**src/rtl/mips_pkg.sv**
```systemverilog
// Shared definitions for the multicycle MIPS controller: state encodings,
// opcode/funct values and the ALU control encoding used by the ALU and the
// single-cycle decoder.
package mips_pkg;

  // Controller states, numbered so state_o can be read directly on a debugger.
  typedef enum logic [3:0] {
    S_FETCH  = 4'd0,
    S_DECODE = 4'd1,
    S_MEMADR = 4'd2,
    S_MEMRD  = 4'd3,
    S_MEMWB  = 4'd4,
    S_MEMWR  = 4'd5,
    S_REXEC  = 4'd6,
    S_ALUWB  = 4'd7,
    S_BRANCH = 4'd8,
    S_IEXEC  = 4'd9,
    S_IWB    = 4'd10,
    S_JUMP   = 4'd11,
    S_JR     = 4'd12,
    S_TRAP   = 4'd13
  } state_t;

  // Primary opcodes (IR[31:26])
  localparam logic [5:0] OP_RTYPE = 6'b000000;
  localparam logic [5:0] OP_LW    = 6'b100011;
  localparam logic [5:0] OP_SW    = 6'b101011;
  localparam logic [5:0] OP_BEQ   = 6'b000100;
  localparam logic [5:0] OP_BNE   = 6'b000101;
  localparam logic [5:0] OP_ADDI  = 6'b001000;
  localparam logic [5:0] OP_ANDI  = 6'b001100;
  localparam logic [5:0] OP_ORI   = 6'b001101;
  localparam logic [5:0] OP_J     = 6'b000010;

  // R-type function codes (IR[5:0])
  localparam logic [5:0] FN_SLL  = 6'b000000;
  localparam logic [5:0] FN_SRL  = 6'b000010;
  localparam logic [5:0] FN_SRA  = 6'b000011;
  localparam logic [5:0] FN_SLLV = 6'b000100;
  localparam logic [5:0] FN_SRLV = 6'b000110;
  localparam logic [5:0] FN_SRAV = 6'b000111;
  localparam logic [5:0] FN_JR   = 6'b001000;
  localparam logic [5:0] FN_ADD  = 6'b100000;
  localparam logic [5:0] FN_SUB  = 6'b100010;
  localparam logic [5:0] FN_AND  = 6'b100100;
  localparam logic [5:0] FN_OR   = 6'b100101;
  localparam logic [5:0] FN_SLT  = 6'b101010;

  // ALU control encodings
  localparam logic [2:0] ALU_AND = 3'b000;
  localparam logic [2:0] ALU_OR  = 3'b001;
  localparam logic [2:0] ALU_ADD = 3'b010;
  localparam logic [2:0] ALU_SLL = 3'b011;
  localparam logic [2:0] ALU_SRL = 3'b100;
  localparam logic [2:0] ALU_SRA = 3'b101;
  localparam logic [2:0] ALU_SUB = 3'b110;
  localparam logic [2:0] ALU_SLT = 3'b111;

  // ALU A-input and B-input, PC source selects
  localparam logic [1:0] SRCA_PC    = 2'b00;
  localparam logic [1:0] SRCA_REG   = 2'b01;
  localparam logic [1:0] SRCA_SHAMT = 2'b10;
  localparam logic [1:0] SRCB_REG   = 2'b00;
  localparam logic [1:0] SRCB_FOUR  = 2'b01;
  localparam logic [1:0] SRCB_IMM   = 2'b10;
  localparam logic [1:0] SRCB_BRIMM = 2'b11;
  localparam logic [1:0] PCSRC_ALU  = 2'b00;
  localparam logic [1:0] PCSRC_OUT  = 2'b01;
  localparam logic [1:0] PCSRC_JMP  = 2'b10;
  localparam logic [1:0] PCSRC_REGA = 2'b11;

endpackage

```
**src/rtl/mc_alu_decoder.sv**
```systemverilog
// Maps an R-type funct field onto the ALU control encoding. is_shift_imm
// marks the shamt-operand shifts; funct_valid is low for anything that is not
// an ALU operation (jr included, the controller routes that separately).
module mc_alu_decoder
  import mips_pkg::*;
(
  input  logic [5:0] funct,
  output logic [2:0] alu_control,
  output logic       is_shift_imm,
  output logic       funct_valid
);

  // Pure lookup from funct to ALU operation
  always_comb begin
    alu_control  = ALU_ADD;
    is_shift_imm = 1'b0;
    funct_valid  = 1'b1;
    case (funct)
      FN_ADD:  alu_control = ALU_ADD;
      FN_SUB:  alu_control = ALU_SUB;
      FN_AND:  alu_control = ALU_AND;
      FN_OR:   alu_control = ALU_OR;
      FN_SLT:  alu_control = ALU_SLT;
      FN_SLL:  begin alu_control = ALU_SLL; is_shift_imm = 1'b1; end
      FN_SRL:  begin alu_control = ALU_SRL; is_shift_imm = 1'b1; end
      FN_SRA:  begin alu_control = ALU_SRA; is_shift_imm = 1'b1; end
      FN_SLLV: alu_control = ALU_SLL;
      FN_SRLV: alu_control = ALU_SRL;
      FN_SRAV: alu_control = ALU_SRA;
      default: funct_valid = 1'b0;
    endcase
  end

endmodule

```
**src/rtl/multicycle_controller.sv**
```systemverilog
// Moore sequencer for the multicycle MIPS datapath. Each instruction walks
// fetch/decode/execute/memory/writeback; memory states stall on mem_ready.
// Write enables are gated with rst_n so nothing is written once reset falls.
module multicycle_controller
  import mips_pkg::*;
#(
  parameter state_t RESET_STATE = S_FETCH
) (
  input  logic       clk,
  input  logic       rst_n,
  input  logic [5:0] opcode,
  input  logic [5:0] funct,
  input  logic       zero,
  input  logic       mem_ready,
  output logic       pc_en,
  output logic       iord,
  output logic       mem_re,
  output logic       mem_we,
  output logic       ir_we,
  output logic       reg_we,
  output logic       reg_dst,
  output logic       mem_to_reg,
  output logic       imm_zext,
  output logic [1:0] alu_src_a,
  output logic [1:0] alu_src_b,
  output logic [1:0] pc_src,
  output logic [2:0] alu_control,
  output logic [3:0] state_o,
  output logic       illegal_op
);

  state_t     state_reg;
  state_t     state_next;
  logic [2:0] rexec_alu;
  logic       rexec_shift_imm;
  logic       funct_valid;
  logic       pc_en_raw;
  logic       mem_re_raw;
  logic       mem_we_raw;
  logic       ir_we_raw;
  logic       reg_we_raw;
  logic       illegal_raw;

  mc_alu_decoder u_alu_decoder (
    .funct        (funct),
    .alu_control  (rexec_alu),
    .is_shift_imm (rexec_shift_imm),
    .funct_valid  (funct_valid)
  );

  // State register, asynchronously returned to fetch on reset
  always_ff @(posedge clk or negedge rst_n) begin
    if (!rst_n) state_reg <= RESET_STATE;
    else        state_reg <= state_next;
  end

  // Next-state sequencing and opcode dispatch
  always_comb begin
    state_next = S_FETCH;
    case (state_reg)
      S_FETCH:  state_next = mem_ready ? S_DECODE : S_FETCH;
      S_DECODE: begin
        case (opcode)
          OP_LW, OP_SW:            state_next = S_MEMADR;
          OP_RTYPE: begin
            if (funct == FN_JR)    state_next = S_JR;
            else if (funct_valid)  state_next = S_REXEC;
            else                   state_next = S_TRAP;
          end
          OP_BEQ, OP_BNE:          state_next = S_BRANCH;
          OP_ADDI, OP_ANDI, OP_ORI: state_next = S_IEXEC;
          OP_J:                    state_next = S_JUMP;
          default:                 state_next = S_TRAP;
        endcase
      end
      S_MEMADR: state_next = (opcode == OP_LW) ? S_MEMRD : S_MEMWR;
      S_MEMRD:  state_next = mem_ready ? S_MEMWB : S_MEMRD;
      S_MEMWR:  state_next = mem_ready ? S_FETCH : S_MEMWR;
      S_REXEC:  state_next = S_ALUWB;
      S_IEXEC:  state_next = S_IWB;
      default:  state_next = S_FETCH;
    endcase
  end

  // Datapath controls decoded from the current state
  always_comb begin
    pc_en_raw   = 1'b0;
    mem_re_raw  = 1'b0;
    mem_we_raw  = 1'b0;
    ir_we_raw   = 1'b0;
    reg_we_raw  = 1'b0;
    illegal_raw = 1'b0;
    iord        = 1'b0;
    reg_dst     = 1'b0;
    mem_to_reg  = 1'b0;
    imm_zext    = 1'b0;
    alu_src_a   = SRCA_PC;
    alu_src_b   = SRCB_REG;
    pc_src      = PCSRC_ALU;
    alu_control = ALU_ADD;
    case (state_reg)
      S_FETCH: begin
        mem_re_raw = 1'b1;
        alu_src_b  = SRCB_FOUR;
        ir_we_raw  = mem_ready;
        pc_en_raw  = mem_ready;
      end
      S_DECODE: alu_src_b = SRCB_BRIMM;
      S_MEMADR: begin
        alu_src_a = SRCA_REG;
        alu_src_b = SRCB_IMM;
      end
      S_MEMRD: begin
        iord       = 1'b1;
        mem_re_raw = 1'b1;
      end
      S_MEMWB: begin
        reg_we_raw = 1'b1;
        mem_to_reg = 1'b1;
      end
      S_MEMWR: begin
        iord       = 1'b1;
        mem_we_raw = 1'b1;
      end
      S_REXEC: begin
        alu_src_a   = rexec_shift_imm ? SRCA_SHAMT : SRCA_REG;
        alu_control = rexec_alu;
      end
      S_ALUWB: begin
        reg_we_raw = 1'b1;
        reg_dst    = 1'b1;
      end
      S_BRANCH: begin
        alu_src_a   = SRCA_REG;
        alu_control = ALU_SUB;
        pc_src      = PCSRC_OUT;
        pc_en_raw   = (opcode == OP_BNE) ? ~zero : zero;
      end
      S_IEXEC: begin
        alu_src_a = SRCA_REG;
        alu_src_b = SRCB_IMM;
        case (opcode)
          OP_ANDI: begin alu_control = ALU_AND; imm_zext = 1'b1; end
          OP_ORI:  begin alu_control = ALU_OR;  imm_zext = 1'b1; end
          default: alu_control = ALU_ADD;
        endcase
      end
      S_IWB:  reg_we_raw = 1'b1;
      S_JUMP: begin
        pc_src    = PCSRC_JMP;
        pc_en_raw = 1'b1;
      end
      S_JR: begin
        pc_src    = PCSRC_REGA;
        pc_en_raw = 1'b1;
      end
      S_TRAP: illegal_raw = 1'b1;
      // Unreachable encodings drive everything low and fall back to fetch
      default: alu_control = 3'b000;
    endcase
  end

  // Strobes are killed the moment reset falls, even before the state updates
  assign pc_en      = pc_en_raw   & rst_n;
  assign mem_re     = mem_re_raw  & rst_n;
  assign mem_we     = mem_we_raw  & rst_n;
  assign ir_we      = ir_we_raw   & rst_n;
  assign reg_we     = reg_we_raw  & rst_n;
  assign illegal_op = illegal_raw & rst_n;
  assign state_o    = state_reg;

endmodule
```
**config.mk**
```make
export PLATFORM = sky130hd
export DESIGN_NAME = multicycle_controller
export DESIGN_NICKNAME = d
export VERILOG_FILES = /design/src/rtl/mips_pkg.sv /design/src/rtl/mc_alu_decoder.sv /design/src/rtl/multicycle_controller.sv
export SDC_FILE = /design/constraint.sdc
export NUM_CORES = 1
export LEC_CHECK = 0
export CAP_MARGIN = 20
export CORE_MARGIN = 1.5
export CORE_UTILIZATION = 42
export DETAILED_ROUTE_END_ITERATION = 12
export GPL_TIMING_DRIVEN = 0
export PLACE_DENSITY = 0.86
export RECOVER_POWER = 100
export SYNTH_ARGS = -nofsm -noshare
export SYNTH_HDL_FRONTEND = slang
export SYNTH_SLANG_ARGS = --single-unit
export TNS_END_PERCENT = 1
```
**constraint.sdc**
```tcl
create_clock -name clk -period 1.85 [get_ports clk]
set_clock_uncertainty 0.1 [all_clocks]
set_input_delay 0.37 -clock clk [delete_from_list [all_inputs] [get_ports clk]]
set_output_delay 0.37 -clock clk [all_outputs]
set_load 0.005 [all_outputs]
```
==> results by group, run 1 <==
STA
  – Period utilization: 116.4%
  – Worst-margin pin slew: 0.4203 ns
  – Fin worst setup slack: -0.3039 ns
  – Max Slew Vio Count: 0
  – Final setup fails: 15
  – RSZ-0062 raised after global routing: yes
  – Fin. Hold Viols: 0
  – Final setup TNS: -1.763 ns
  – Highest clock rate: 464.3 MHz
  – Final worst path period need: 2.154 ns
  – Relative slew slack: about 72%

Synthesis
  – FFs w/ async S/R, synth: 100.0%
  – Register bit total from synthesis: 4
  – Yosys warns: 0
  – Post-synth top area share: 11.35%
  – Post-Syn Instances: 133
  – Ys flop type: dfrtp_1
  – Cell Area, Synth: 882.1 um^2
  – Count leader, synth: nor2_1
  – Syn nets: around 150
  – Synth cell types: 43
  – Sequential area share after synthesis: between 10% and 20%
  – Synth cell count leaders: nor2_1, nand2_1, nor3_1, o21ai_0, a21oi_1
  – Number of flops mapped to enable cells by yosys: 0
  – Yosys top cell by area: dfrtp_1
  – Area contributors post-synth: dfrtp_1, nor2_1, nor3_1, nand2_1, o21ai_0
  – Mean Syn Cell Area: 6.632 um^2

Clock tree
  – Clock Root Buffer: clkbuf_4
  – CTS tree: yes
  – CTS clock-pin slew for the worst setup and hold paths: 0.04 ns
  – Clock buffer depth: 2
  – Cts hold-fix bufs: 0
  – Clock Latency Late Sink: 0.24 ns
  – TritonCTS Buffers: 3
  – H-tree levels: 1
  – Clk sinks: 4

GRT
  – First-pass GRT wire length: about 5.3 mm
  – Initial antenna violation count: 0
  – Vias in the first global route: 1144
  – Remaining Overflow, GRT: 0
  – GR Util All Layers: 27.73%
  – Pin count of the biggest net entering global routing: 11

Critical path
  – Reg2Reg Capture Point: state_o[0]
  – Reg2reg path depth: 6
  – Setup CP Type: register to output pin
  – R2r startpoint: state_o[2]
  – Critical-path top delay cell: dfrtp_2
  – Worst stage delay on the critical path: between 0.4 and 0.5 ns
  – CP Data Required Time: roughly 1.4 ns
  – CP startpoint kind: register
  – Nature of the critical path endpoint: output pin
  – Reg2Reg Setup Slack: approximately 0.39 ns
  – WP data arrival: 1.68 ns
  – Worst-path fanout max: 4
  – CP Cell Sequence: buf_6 -> nand2_1 -> a21bo_2 -> nand2_1 -> o221ai_1 -> and3_1 -> buf_2
  – Crit path top cell by count: nand2_1

Drt
  – Antenna viol nets, final: 0
  – Total routed wirelength: 3.635 mm
  – Via count: 1313
  – Vias per inst: 6.107
  – DR pass1 iterations: 4
  – Routed length per placed instance: approximately 17 um
  – Number of DRC markers in iteration 0: 23
  – DRC errors left: 0

Finish
  – Fin util: 78.25%
  – Layout Nets: 206
  – Fillers: 130
  – Layout cell share with drive strength beyond 1: around two fifths
  – ANT cells: 0
  – Max reg flops: 4
  – Layout overhead on the synthesized area: 74.04%

Pwr
  – P_int: 970.8 uW
  – Comb pwr share: 84.7%
  – Switch Pwr: about 870 uW
  – Sw Ratio: 47.17%
  – Leak Pwr: 0.0006924 uW
  – Sequential power share: 9.2%
  – PwrDens: 1197 mW/mm^2
  – Clock Power Share: 6.1%
  – VDD IR max: 0.8579 mV

Die
  – Num ports: 39
  – Die ar.: 0.002384 mm^2
  – Die H: 48.83 um
  – Std-Cell Core Area: 0.001962 mm^2
  – Initial core utilization: 44.96%
  – Die Wd: 48.83 um
  – Num rows: 16

Outcome
  – Failing checks: negative setup slack
  – Outcome: complete, but fails checks

Hold path
  – HP Class: primary input to asynchronous set/reset pin

Placement
  – Port Buffers: 34
  – Dpl hpwl: 2.137 mm
  – Placer Congestion: 0.9217

Run
  – Max Cap Viol: 0
-- kinds of logic after synthesis --
family,share of synthesized area (%)
DFF,11.35
AOI/OAI and AO/OA,28.94
and+or+nand+nor,43.55
muxes,3.404
buffers and inverters,11.77
xor gates and xnor gates,0.9931
-- cell usage in the layout, fill, tap and decap left out, types with 2 or more instances in the layout --
cell             instances
buf_4                   17
nand2_1                 14
nor2_1                  11
buf_6                    9
dlygate4sd2_1            9
buf_2                    9
a21oi_1                  8
nor3_1                   8
o21ai_0                  7
nand2b_4                 5
nor2_4                   5
o22ai_1                  5
nor2_2                   4
inv_1                    4
clkbuf_4                 4
nor3_4                   3
nand4b_1                 3
mux2i_1                  3
clkdlybuf4s50_1          3
clkbuf_2                 3
clkdlybuf4s15_1          3
dlygate4sd3_1            3
o21ai_1                  2
o21a_1                   2
o31ai_1                  2
a31oi_1                  2
nand3_1                  2
and2_1                   2
and4_1                   2
and3_1                   2
clkdlybuf4s15_2          2
dfrtp_2                  2
dfrtp_1                  2
-- worst max-delay path by stage --
stage	start	to	slack [ns]	cells after the start
floorplan	state_o[2]	alu_control[1]	0.11	6
global placement	opcode[1]	pc_en	-0.88	7
detailed placement	opcode[1]	pc_en	-0.92	7
CTS	state_o[1]	pc_src[1]	-0.25	5
global route	state_o[1]	pc_en	-0.37	7
finish	state_o[3]	pc_en	-0.30	7
-- worst max-delay path, delay by kind of cell, from the launching register on --
family / cells / cell delay [ns]
and+or+nand+nor: 3 / 0.37
buffers and inverters: 2 / 0.27
DFF: 1 / 0.45
AOI/OAI and AO/OA: 2 / 0.36
-- layout make-up --
class | count | area, um^2 | area share, %
well taps | 27 | 33.78 | 2.200
multi-input cells | 113 | 818.3 | 53.30
plain buffers | 10 | 111.4 | 7.253
repair buffers | 52 | 417.9 | 27.22
clock buffers | 3 | 22.52 | 1.467
flip-flops and latches | 4 | 102.6 | 6.683
inverters | 6 | 28.78 | 1.874
-- power by group through the flow --
stage | clock network (uW) | registers, uW | logic (uW)
3_5_place_dp | 0 | 168 | 1090
5_1_grt | 119 | 173 | 1650
4_1_cts | 108 | 165 | 1370
3_3_place_gp | 0 | 165 | 1070
2_1_floorplan | 0 | 166 | 634
6_report | 112 | 169 | 1560
-- metrics by stage --
stage	instances	setup WS, ns	hold slack, ns	power (uW)	instance area (um^2)
CTS	208	-0.2511	0.04058	1643	1451
global route	215	-0.3704	0.06247	1939	1535
finish	215	-0.3039	0.03853	1838	1535
global placement	194	-0.8839	0.5102	1230	1256
floorplan	133	0.1119	-0.02559	800.5	882.1
detailed placement	194	-0.9175	0.5283	1259	1256
-- timing repair --
action | in CTS | in global routing
gates cloned | 0 | 0
pin swaps | 10 | 4
setup buffers | 11 | 7
endpoints found under the setup margin | 19 | 18
resized for setup | 101 | 24
-- layer usage --
metal	track usage, %	wire length, um	vias to the layer above
met5	0	0	-
li1	-	-	605
met3	2.147	259	10
met1	33.21	1483	611
met2	52.74	1815	87
met4	7.143	76	0
(Power assumes the default switching activity.)
==> inputs of run 2 (changes only) <==
==> constraint.sdc (replaced) <==
create_clock -name clk -period 1.85 [get_ports clk]
set_clock_uncertainty 0.1 [all_clocks]
set_input_delay 0.185 -clock clk [delete_from_list [all_inputs] [get_ports clk]]
set_output_delay 0.185 -clock clk [all_outputs]
set_load 0.005 [all_outputs]
==> run 2 against run 1 <==
The run still ends with negative setup slack left; count of clock-buffer cells in the layout unchanged; sequential power down 2%; fmax up 3.4%; critical path depth unchanged; critical path type unchanged; worst setup slack better by 0.071 ns; global-route usage down 3.5 points; critical endpoint is now reg_we; first-iteration DRC count up 61%.
==> results by group, run 2 (synthesis results as in run 1) <==
Outcome
  – Outcome: complete, but fails checks (unchanged)
  – Failing checks: negative setup slack (unchanged)

STA
  – Fin. Hold Viols: 0 (unchanged)
  – Relative slew slack: 72.38% (was 71.74%)
  – Max Slew Vio Count: 0 (unchanged)
  – Final setup fails: 8 (was 15)
  – Period utilization: 112.6% (was 116.4%)
  – Final setup TNS: -0.8873 ns (was -1.763 ns)
  – RSZ-0062 raised after global routing: yes (unchanged)
  – Highest clock rate: 480.0 MHz (was 464.3 MHz)
  – Final worst path period need: 2.083 ns (was 2.154 ns)
  – Fin worst setup slack: -0.2333 ns (was -0.3039 ns)
  – Worst-margin pin slew: 0.4108 ns (was 0.4203 ns)

Finish
  – Multi-input logic area: 759.5 um^2 (was 818.3 um^2)
  – Layout Nets: 190 (was 206)
  – Most frequent cells in the layout: nand2_1, dlygate4sd2_1, nor2_1 (was buf_4, nand2_1, nor2_1)
  – ANT cells: 0 (unchanged)
  – Fin util: 70.34% (was 78.25%)
  – Layout cell share with drive strength beyond 1: 24.42% (was 40.96%)
  – FF/Latch Area: 102.6 um^2 (unchanged)
  – Layout overhead on the synthesized area: 56.45% (was 74.04%)
  – Fillers: 176 (was 130)
  – Max reg flops: 4 (unchanged)

Critical path
  – Critical-path top delay cell: clkdlybuf4s50_1 (was dfrtp_2)
  – CP startpoint kind: register (unchanged)
  – Setup CP Type: register to output pin (unchanged)
  – CP Data Required Time: 1.56 ns (was 1.38 ns)
  – Worst stage delay on the critical path: 0.49 ns (was 0.45 ns)
  – Worst-path fanout max: 10 (was 4)
  – WP data arrival: 1.80 ns (was 1.68 ns)
  – CP Cell Sequence: buf_4 -> nand2b_4 -> nor2_2 -> a21oi_1 -> nor2_1 -> o21a_1 -> clkdlybuf4s50_1 (was buf_6 -> nand2_1 -> a21bo_2 -> nand2_1 -> o221ai_1 -> and3_1 -> buf_2)
  – Nature of the critical path endpoint: output pin (unchanged)

GRT
  – Vias in the first global route: 1016 (was 1144)
  – Remaining Overflow, GRT: 0 (unchanged)
  – First-pass GRT wire length: 4.643 mm (was 5.306 mm)
  – GR Util All Layers: 24.21% (was 27.73%)
  – Initial antenna violation count: 0 (unchanged)
  – Pin count of the biggest net entering global routing: 11 (unchanged)

Drt
  – Antenna viol nets, final: 0 (unchanged)
  – Vias per inst: 5.910 (was 6.107)
  – DR pass1 iterations: 4 (unchanged)
  – Via count: 1176 (was 1313)
  – DRC errors left: 0 (unchanged)
  – Total routed wirelength: 2.930 mm (was 3.635 mm)
  – Number of DRC markers in iteration 0: 37 (was 23)
  – Routed length per placed instance: 14.72 um (was 16.91 um)

Pwr
  – Total power: 1507 uW (was 1838 uW)
  – PwrDens: 1092 mW/mm^2 (was 1197 mW/mm^2)
  – Leak Pwr: 0.0006167 uW (was 0.0006924 uW)
  – VDD IR max: 0.6319 mV (was 0.8579 mV)

Run
  – Max Cap Viol: 0 (unchanged)

Die
  – Initial core utilization: 44.96% (unchanged)
  – Num rows: 16 (unchanged)
  – Num ports: 39 (unchanged)
  – Die H: 48.83 um (unchanged)
  – Die ar.: 0.002384 mm^2 (unchanged)
  – Die Wd: 48.83 um (unchanged)
  – Std-Cell Core Area: 0.001962 mm^2 (unchanged)

Clock tree
  – H-tree levels: 1 (unchanged)
  – CTS clock-pin slew for the worst setup and hold paths: 0.04 ns (about the same)
  – Clock Latency Late Sink: 0.23 ns (was 0.24 ns)
  – Clk sinks: 4 (unchanged)
  – Clock Root Buffer: clkbuf_4 (unchanged)
  – Clock buffer depth: 2 (unchanged)
  – CTS tree: yes (unchanged)
  – TritonCTS Buffers: 3 (unchanged)

Placement
  – Dpl hpwl: 2.137 mm (unchanged)
  – Placement-stage worst setup slack: -0.5475 ns (was -0.9175 ns)
  – Placer Congestion: 0.9217 (unchanged)
  – Port Buffers: 34 (unchanged)

Hold path
  – HP Class: primary input to asynchronous set/reset pin (unchanged)
run 2: cell types whose count changed in the layout (fill, tap and decap cells not counted), sizes merged:
cell | previous run | this run
clkbuf | 8 | 5
buf | 36 | 12
clkdlybuf4s50 | 3 | 9
dlygate4sd2 | 9 | 14
dlymetal6s2s | 1 | 4
clkinvlp | 1 | 0
clkdlybuf4s15 | 5 | 2
inv | 5 | 6
run 2: cell type report:
class / count / area share, %
tap: 27 / 2.448
buffer: 10 / 7.162
sequential: 4 / 7.434
clock buffer: 3 / 1.632
inverter: 6 / 1.813
multi-input combinational: 113 / 55.03
timing repair buffer: 36 / 24.48
run 2: worst paths after layout:
kind                            start         end  slack [ns]  cells after the start
setup / recovery           state_o[3]      reg_we       -0.23                      7
hold / removal                  rst_n  state_o[2]        0.13                      1
setup reg to reg           state_o[2]  state_o[0]        0.44                      6
hold reg to reg            state_o[0]  state_o[3]        0.55                      2
max in group asynchronous       rst_n  state_o[0]        1.22                      1
min in group clk            opcode[0]  state_o[1]        0.42                      4
run 2: power by group:
group	switching, uW	internal, uW	total, uW
Clock	34.3	72.4	107
Sequential	35.9	129	165
Combinational	637	598	1240
Total	707	800	1510
run 2: repair_timing:
action / CTS / global route
gates resized for setup: 45 / 18
endpoints found under the hold margin: 0 / 0
cloned: 0 / 0
setup endpoints to repair: 19 / 12
pin swaps: 2 / 2
buffers inserted: 1 / 1
hold buffers: 0 / 0
run 2: critical path, delay by kind of cell (launching register included):
| kind | cells | cell delay, ns |
|---|---|---|
| AO/OA/AOI/OAI | 2 | 0.15 |
| flip-flops | 1 | 0.40 |
| buffers and inverters | 2 | 0.67 |
| AND/OR/NAND/NOR | 3 | 0.34 |
run 2: layer usage:
| layer | up-vias | routed length [um] | GRT usage, % |
|---|---|---|---|
| li1 | 571 | - | - |
| met1 | 533 | 1179 | 28.76 |
| met4 | 0 | 70 | 8.571 |
| met3 | 8 | 169 | 2.761 |
| met2 | 64 | 1511 | 44.52 |
| met5 | - | 0 | 0 |
run 2: per-stage QoR:
step / cells / area [um^2] / hold WS [ns]
CTS: 198 / 1325 / 0.1250
global route: 199 / 1380 / 0.1456
floorplan: 133 / 882.1 / -0.2106
global placement: 194 / 1256 / 0.3673
finish: 199 / 1380 / 0.1316
detailed placement: 194 / 1256 / 0.3689
==> edit: new RTL, flow settings as in run 2 <==
Reset style: synchronous (`rst_n`), changed in one clocked block. Comments in the files are not updated.
--- a/src/rtl/multicycle_controller.sv
+++ b/src/rtl/multicycle_controller.sv
@@ -49,7 +49,7 @@
   );
 
   // State register, asynchronously returned to fetch on reset
-  always_ff @(posedge clk or negedge rst_n) begin
+  always_ff @(posedge clk) begin
     if (!rst_n) state_reg <= RESET_STATE;
     else        state_reg <= state_next;
   end
Check against the original RTL: differs if rst_n is asserted again (counterexample within 4 cycles, from zero or initial values and one cycle with rst_n low); with rst_n held inactive, the same outputs for 10 cycles.
==> edit against run 2 <==
- the run still ends with negative setup slack left
- cell count is 1.5% lower
- cell area is 4.4% higher
- hold slack better by 100 ps
- register-to-register slack worse by 100 ps
- wire length is 9.2% higher
- setup slack better by 170 ps
- area after synthesis is 3.8% lower
- sequential cell count stayed put
- fmax is 9.1% higher
- first-iteration DRC count is 24% higher
- count of clock-buffer cells in the layout stayed put
- largest cell class unchanged
Power is not compared: it rests on default switching activity, and its combinational part moved more than twofold at a synthesized area within 25%.
==> edit: results <==
{
  "dr.first_iter.drc_count": 46,
  "wl_mm": 3.199,
  "hold_violations": 0,
  "finalSetupViolCount": 4,
  "violations": "negative setup slack",
  "setup_tns_ps": -129.4,
  "synth_common_cells": "nor2_1 (14), a21oi_1 (10), nor3_1 (9)",
  "grt_max_degree": 12,
  "power_leakage_uw": 0.0005697,
  "cts_buffers": 3,
  "ys_top_cells_by_area": "dfxtp_1 (9.4%), nor2_1 (6.2%), a21oi_1 (5.9%), nor3_1 (5.3%), buf_6 (4.0%)",
  "drt_first_pass_iters": 5,
  "hold_class": "in2reg",
  "dp_hpwl_mm": 2.150,
  "vias_per_cell": 6.286,
  "yosysUniqueCellTypes": 48,
  "path_max_fanout": 11,
  "grt_pass1_vias": 1069,
  "antenna_cells": 0,
  "synth_nets": 142,
  "io_buffers": 36,
  "worst_slew_pin_slew_ps": 395.8,
  "synth_flop_cell": "dfxtp_1",
  "grt_pass1_wl_mm": 4.733,
  "ir_drop_v": 0.0003594,
  "yosysSeqAreaShare_pct": 9.440,
  "clkTransAtPathRegs_ps": 40,
  "htree_levels": 1,
  "insertion_delay_ps": 230,
  "setup_ws_ps": -58.96,
  "drive_above_1_share_pct": 29.59,
  "status": "finished with violations",
  "clock_path_buffers": 2,
  "yosysWarnings": 0,
  "gp_congestion": 0.8966,
  "worstPathArrival_ps": 1620,
  "power.switching_uw": 302.9,
  "synthArstFlopShare_pct": 0,
  "fin_nets": 187,
  "place_area_mm2": 0.001242,
  "antenna_found_initial": 0,
  "grt_usage_pct": 28.72,
  "largest_reg_flops": 4,
  "root_buffer": "clkbuf_4"
}
[edit: changes by cell type in the layout (fill, tap and decap cells not counted), sizes merged, moves of 3 or more]
cell    change
or3         +4
nor2b       +3
nand2       -6
buf         +4
nor2        -6
nor3        -3
dfxtp       +4
dfrtp       -4
nand4b      -3
o22ai       -3
o21ai       -4
[edit: path summary, 6_finish.rpt]
check                  start          to  cells past startpoint  slack, ps
setup / recovery  state_o[1]      mem_re                      3        -60
hold reg to reg   state_o[2]  state_o[0]                      3        550
hold / removal     opcode[4]  state_o[1]                      3        230
setup reg to reg  state_o[1]  state_o[2]                      4        340
[edit: per-layer routing]
layer | track usage (%) | wire length (um) | vias up | share of wire (%)
met5 | 0 | 0 | - | 0
met4 | 8.108 | 63 | 0 | 2.0
met3 | 4.151 | 222 | 6 | 6.9
met2 | 52.53 | 1670 | 82 | 52
met1 | 34.37 | 1242 | 571 | 39
li1 | - | - | 573 | -
[edit: cells by family (layout without fill, tap and decap cells)]
kind of cell    count (synthesis)  after routing  share of synthesized area (%)
xor+xnor                        1              1                          1.033
compound gates                 42             42                          37.47
mux                             4              4                          4.867
buf+inv                        14             57                          8.997
flops                           4              4                          9.440
simple gates                   61             61                          38.20
[edit: worst max-delay path: stages (launching register included)]
cell,delay (ps)
dfxtp_4,450
nand2b_2,230
and4_1,210
clkdlybuf4s50_1,510
[edit: power groups by stage]
stage,combinational (uW),sequential (uW),clock [uW]
4_1_cts,434,127,109
6_report,485,134,106
2_1_floorplan,222,113,0
3_3_place_gp,401,114,0
3_5_place_dp,410,115,0
5_1_grt,522,138,118
[edit: timing repair]
| item | 4_1_cts | 5_1_grt |
|---|---|---|
| pin swaps | 5 | 1 |
| gates resized for setup | 62 | 22 |
| buffers inserted | 5 | 2 |
| endpoints found under the setup margin | 20 | 14 |
[edit: cell type report]
type                    instances  area, um^2
clock buffers                   3       22.52
flip-flops and latches          4       95.09
plain buffers                   6       71.32
fillers                       149       480.5
inverters                       5       21.27
multi-input cells             108       812.0
repair buffers                 43       385.4
well taps                      27       33.78
[edit: stage by stage]
stage | setup slack [ps] | instances | util [%] | hold slack (ps)
6_report | -58.96 | 196 | 75.00 | 232.6
5_1_grt | -122.4 | 196 | 75.00 | 230.6
4_1_cts | -105.1 | 194 | 71.09 | 217.5
3_5_place_dp | -867.8 | 189 | 64.65 | 589.7
3_3_place_gp | -848.6 | 189 | 64.65 | 596.1
2_1_floorplan | 213.3 | 126 | - | 252.0
